[config.mk]
export PLATFORM = sky130hd
export DESIGN_NAME = div_ratio_ctrl
export DESIGN_NICKNAME = d
export VERILOG_FILES = /design/src/rtl/div_ratio_ctrl.sv
export SDC_FILE = /design/constraint.sdc
export NUM_CORES = 1
export LEC_CHECK = 0
export BUFFER_PORTS_ARGS = -buffer_cell sky130_fd_sc_hd__buf_2
export CORE_MARGIN = 2
export CORE_UTILIZATION = 45
export CTS_CLUSTER_DIAMETER = 150
export DETAILED_ROUTE_END_ITERATION = 8
export SYNTH_ARGS = -nofsm -noshare
export SYNTH_HDL_FRONTEND = slang
export SYNTH_SLANG_ARGS = --single-unit
[constraint.sdc]
create_clock -name clk -period 5.5 [get_ports clk]
set_input_delay 0.825 -clock clk [delete_from_list [all_inputs] [get_ports clk]]
set_output_delay 0.825 -clock clk [all_outputs]
set_load 0.01 [all_outputs]
[src/rtl/div_ratio_ctrl.sv]
// Run-time divide-ratio controller for even-ratio clock dividers.
// Ratio changes are queued and applied only at a period boundary so clk_out never glitches.
module div_ratio_ctrl #(
  parameter int MAX_HALF = 8,
  parameter int HW       = $clog2(MAX_HALF + 1),
  parameter int CW       = $clog2(2 * MAX_HALF)
) (
  input  logic          clk,
  input  logic          reset,
  input  logic          req_valid,
  input  logic [HW-1:0] req_half,
  output logic          req_ready,
  output logic          clk_out,
  output logic [HW-1:0] cur_half,
  output logic          switch_done,
  output logic          req_err
);

  // state    | meaning
  // IDLE     | stopped, clk_out held low, waiting for a non-zero half-period
  // RUN      | dividing at cur_half, ready to queue a new ratio
  // RUN_PEND | dividing at cur_half, new ratio queued for the next boundary
  typedef enum logic [1:0] {
    IDLE     = 2'd0,
    RUN      = 2'd1,
    RUN_PEND = 2'd2
  } state_t;

  localparam logic [HW-1:0] MAX_H = HW'(MAX_HALF);
  localparam logic [CW:0]   ONE   = (CW + 1)'(1);

  state_t        state_q, state_d;
  logic [CW-1:0] cnt_q, cnt_d;
  logic [HW-1:0] cur_half_q, cur_half_d;
  logic [HW-1:0] pend_q, pend_d;
  logic          clk_out_q, clk_out_d;
  logic          switch_done_q, switch_done_d;
  logic          req_err_q, req_err_d;

  logic          accept;
  logic          in_range;
  logic [CW:0]   cnt_ext;
  logic [CW:0]   half_ext;
  logic          at_half;
  logic          at_end;

  assign req_ready = (state_q != RUN_PEND);
  assign accept    = req_valid & req_ready;
  assign in_range  = (req_half <= MAX_H);

  // One extra bit so 2*MAX_HALF is representable before subtracting one.
  assign cnt_ext  = {1'b0, cnt_q};
  assign half_ext = (CW + 1)'(cur_half_q);
  assign at_half  = (cnt_ext == (half_ext - ONE));
  assign at_end   = (cnt_ext == ((half_ext << 1) - ONE));

  always_comb begin
    state_d       = state_q;
    cnt_d         = cnt_q;
    cur_half_d    = cur_half_q;
    pend_d        = pend_q;
    clk_out_d     = clk_out_q;
    switch_done_d = 1'b0;
    req_err_d     = accept & ~in_range;

    case (state_q)
      IDLE: begin
        clk_out_d = 1'b0;
        cnt_d     = '0;
        if (accept && in_range && (req_half != '0)) begin
          cur_half_d    = req_half;
          clk_out_d     = 1'b1;
          switch_done_d = 1'b1;
          state_d       = RUN;
        end
      end
      RUN, RUN_PEND: begin
        cnt_d = cnt_q + CW'(1);
        if (at_half) begin
          clk_out_d = 1'b0;
        end
        if (at_end) begin
          cnt_d     = '0;
          clk_out_d = 1'b1;
          if (state_q == RUN_PEND) begin
            cur_half_d    = pend_q;
            switch_done_d = 1'b1;
            pend_d        = '0;
            if (pend_q == '0) begin
              clk_out_d = 1'b0;
              state_d   = IDLE;
            end else begin
              state_d = RUN;
            end
          end
        end
        // A request landing on a boundary edge waits for the following boundary.
        if ((state_q == RUN) && accept && in_range) begin
          pend_d  = req_half;
          state_d = RUN_PEND;
        end
      end
      default: begin
        state_d   = IDLE;
        cnt_d     = '0;
        clk_out_d = 1'b0;
      end
    endcase
  end

  always_ff @(posedge clk or posedge reset) begin
    if (reset) begin
      state_q       <= IDLE;
      cnt_q         <= '0;
      cur_half_q    <= '0;
      pend_q        <= '0;
      clk_out_q     <= 1'b0;
      switch_done_q <= 1'b0;
      req_err_q     <= 1'b0;
    end else begin
      state_q       <= state_d;
      cnt_q         <= cnt_d;
      cur_half_q    <= cur_half_d;
      pend_q        <= pend_d;
      clk_out_q     <= clk_out_d;
      switch_done_q <= switch_done_d;
      req_err_q     <= req_err_d;
    end
  end

  assign clk_out     = clk_out_q;
  assign cur_half    = cur_half_q;
  assign switch_done = switch_done_q;
  assign req_err     = req_err_q;

endmodule

* After elaboration in Yosys (flattened, before gate mapping)
Cells that the tools add are included.
Word-level totals: memories 0, bits in latches 0, output and inout port bits 8, ROM bits 0, memory bits (writable) 0, bits in registers 17
Cells by class: $add $sub $neg 3, multiply operators 0, muxes and demuxes 24, bitwise gates (word level) 3, shift operators 0, magnitude comparators 1, reduce and logical (&&, ||, !) cells 14, div/mod/pow operators 0, eq/ne operators 11
Operator list (count):
- $mux 4 | 8
- $eq 4x5->1 | 2
- $ne 3x3->1 const B | 3
- $mux 1 | 8
- $mux 2 | 4
- $ne 2x2->1 const B | 4
- $pmux 4 s2 | 1
- $reduce_and 3->1 | 2
- $reduce_bool 2->1 | 3
- $sub 4x1->5 const B | 1
- $sub 5x1->5 const B | 1
- $add 4x1->4 const B | 1
- $le 4x4->1 const B | 1
- $logic_and 1x1->1 | 4
- $logic_not 4->1 | 1
- $pmux 1 s2 | 2
- $pmux 2 s2 | 1
- $reduce_and 4->1 | 1
- $reduce_bool 4->1 | 1
- $and 1x1->1 | 2
- $eq 2x1->1 const B | 1
- $eq 2x2->1 const B | 1
- $logic_not 2->1 | 1
- $reduce_or 2->1 | 1
- $not 1->1 | 1

* Depth between registers and ports, before layout
depth in word-level cells 6, gate-level depth with buffers 8, mapped depth without buffers 7

* Least setup slack after synthesis
Ideal clock, no wire load.
path kind register to register, start point register cur_half_q[0] (netlist: cur_half[0]), end point register state_q[0], clock period less this slack 2.602 ns, path buffers 1, arrival time 2.475 ns, path slack 2.898 ns, stages on the path, launching flop included 9, data required time 5.372 ns, path through dfrtp_1 -> clkbuf_1 -> inv_1 -> ha_1 -> xor2_1 -> or4_4 -> a311oi_4 -> o31ai_2 -> mux2_1
On the way: cells in the longest elaborated chain, start to end 4
RTL lines:
- start, declared | RTL line 34 | logic [HW-1:0] cur_half_q, cur_half_d;
- start signal, assigned | RTL line 123 | cur_half_q <= cur_half_d;
- $sub 5x1->5 | RTL line 55 | assign at_end = (cnt_ext == ((half_ext << 1) - ONE));
- $eq 4x5->1 | RTL line 55
- $ne 3x3->1 (no source line)
- $reduce_and 3->1 (no source line)
- end signal, assigned | RTL line 121 | state_q <= state_d;
- end, declared | RTL line 32 | state_t state_q, state_d;
Every way passes these cells. A chain may end at the register's enable or synchronous reset.

* Final worst setup path
start point register cur_half_q[0] (netlist: cur_half[0]), end point register pend_q[0]
On the way: cells in the longest elaborated chain, start to end 4
RTL lines:
- $sub 5x1->5 | RTL line 55
- $eq 4x5->1 | RTL line 55
- $reduce_bool 2->1 (no source line)
- $reduce_and 3->1 (no source line)
- end signal, assigned | RTL line 124 | pend_q <= pend_d;
- end, declared | RTL line 35 | logic [HW-1:0] pend_q, pend_d;
Every way passes these cells.

==> metrics.csv <==
metric;value;unit
cts-resized-gates;0;
antenna_cells;0;
synth-seq-area-share;0.3837;
htreeDepth;1;
drtPass1Iterations;6;
root_buffer;clkbuf_4;
path_max_fanout;9;
die_w;53.64;µm
ir_drop;0.0003061;V
tightest_slew;0.6907;ns
multi_input_area;619.3;µm²
rows;17;
yosysWarnings;0;
outcome;finished, final reports clean;
io_buffers;14;
grt_pass1_wl;4.195;mm
drc;0;
cts_tree;built;
cts.sinks;17;
synth_edf_count;0;
final_net_count;146;
path_cells;inv_1, ha_1, xor2_1, or4_4, a311oi_4, o21ai_1, a22o_1;
postSynthCellCount;119;
powerDensity;543.3;nW/µm²
worst-setup-path-type;reg -> reg;
synth.top_cell.area_share;0.3837;
drt_iter0_markers;28;
syn_avg_cell_area;9.316;µm²
max_stage_delay;0.54;ns
top_level_ports;15;
post_cts_buffers;0;
layoutNonFillerInstCount;160;
synth_ff_type;dfrtp_1;
fin_crit_sh;0.4893;
endpoint_kind;flop;
worstSkewPairLatency;0.30;ns
ant_nets;0;
grt_pass1_vias;860;
cellLeakagePower;0.6036;nW
vias;912;
place.gp.congestion;0.8583;
ys_types;37;
cap_viol_max_count;0;
fin_tns_setup;0;ns
relSlewSlack;0.5391;
yosys_register_bits;17;
crit_family;compound AO/OA/AOI/OAI gates;
antenna_found_initial;0;
grt_overflow_total;0;
crit_buf_inv;1;
start_util;0.4871;
min_period;2.691;ns
dp.cells;156;
cts_max_path_buffers;2;
postCtsHoldBufs;0;
clk_pin_slew;0.11;ns
report.final.setup_viol;0;
die-area;2877;µm²
wl_per_cell;15.30;µm
cts_buffers;3;
holdWs;0.5131;ns
place.detailed.hpwl;1.839;mm
cp.required;5.69;ns
core;2276;µm²
drive_above_1_share;0.1742;
grt_max_degree;18;
ys_top_cells_by_area;dfrtp_1 38%, ha_1 6.8%, xor2_1 6.3%, nor2_1 5.4%, inv_1 4.1%;
rsz0062_at_grt;false;
final_util;0.5366;
max_freq;371.6;MHz
critPathLaunchType;flop;
cp_slowest_cell;a311oi_4;
syn_nets;132;
fin_skew;0.005679;ns
synth_area;1109;µm²
die_y;53.64;µm
viasPerCell;5.700;
grt_usage;0.2111;
slew_viol_final;0;
hold_violations;0;
drt_wl_total;2.448;mm
regArea;425.4;µm²
yosysTopAreaCell;dfrtp_1;
synthToLayoutAreaGrowth;10.16;%
arrival;2.88;ns
hold_path.class;reg -> reg;
ys_async_sr_fraction;1.000;
nFillCells;212;
## placed cells by master, fill, tap and decap left out, types with 2 or more instances in the layout
| cell | n |
|---|---|
| a21oi_1 | 2 |
| a221oi_1 | 3 |
| a22o_1 | 4 |
| a31oi_1 | 5 |
| and3_1 | 5 |
| buf_2 | 14 |
| clkbuf_4 | 3 |
| dfrtp_1 | 17 |
| ha_1 | 6 |
| inv_1 | 12 |
| nand2_1 | 3 |
| nand3_1 | 4 |
| nand3b_1 | 2 |
| nor2_1 | 16 |
| nor2b_1 | 2 |
| o211ai_1 | 2 |
| or4_1 | 2 |
| xnor2_1 | 2 |
| xor2_1 | 8 |
## cells in the mapped netlist, types with 3 or more instances
cell type / count
nor2_1: 16
nand2_1: 3
and3_1: 5
dfrtp_1: 17
a31oi_1: 5
a221oi_1: 3
inv_1: 12
nand3_1: 4
a22o_1: 4
xor2_1: 8
ha_1: 6
clkbuf_1: 5
## routing by layer
layer / GRT usage / share of wire
met1: 0.3124 / 0.50
met3: 0.05000 / 0.044
met2: 0.2963 / 0.45
met4: 0.07692 / 0.0069
met5: 0 / 0
## worst register-to-register path, stage by stage (launching register included)
cell and delay (ns):
dfrtp_1 0.52, inv_1 0.11, ha_1 0.26, xor2_1 0.18, or4_4 0.52, a311oi_4 0.54, o21ai_1 0.22, a22o_1 0.23
## final timing paths
path / start / to / slack, ns / depth (start not counted)
max in group asynchronous: reset / pend_q[1] / 4.45 / 2
worst max register to register: cur_half[0] / pend_q[0] / 2.81 / 7
min in group asynchronous: reset / cur_half[3] / 0.62 / 2
worst min-delay path: clk_out / clk_out / 0.51 / 1
worst min register to register: clk_out / clk_out / 0.51 / 1
worst max-delay path: cur_half[0] / pend_q[0] / 2.81 / 7
## registers in the layout, indices dropped and copies added (netlist names)
name / cells
state_q: 2
clk_out: 1
pend_q: 4
req_err: 1
switch_done: 1
cur_half: 4
cnt_q: 4
## through the flow
stage                     power [mW]  cell area (µm²)  worst slack [ns]
after floorplan               0.5025             1109             2.898
after global placement        0.5879             1195             2.874
after detailed placement      0.5905             1195             2.848
after CTS                     0.6632             1221             2.828
after global routing          0.7262             1221             2.630
final                         0.6635             1221             2.809
## cell type report
type | count | share of cell area
clock buffer | 4 | 0.02152
inverter | 12 | 0.03689
multi-input combinational | 85 | 0.5072
sequential | 17 | 0.3484
tap | 28 | 0.02869
timing repair buffer | 14 | 0.05738
## kinds of logic after synthesis
logic type                 synth area share
xor gates and xnor gates            0.07901
buffers and inverters               0.05756
DFF                                  0.3837
and+or+nand+nor                      0.1975
adders and majority gates           0.06772
AOI/OAI and AO/OA                    0.1941
muxes                               0.02031
## report_power, final
group	switching [mW]	internal (mW)
logic	0.207	0.156
clock network	0.0418	0.0282
registers	0.0590	0.172
Note: power is estimated with default switching activity, not from simulation.
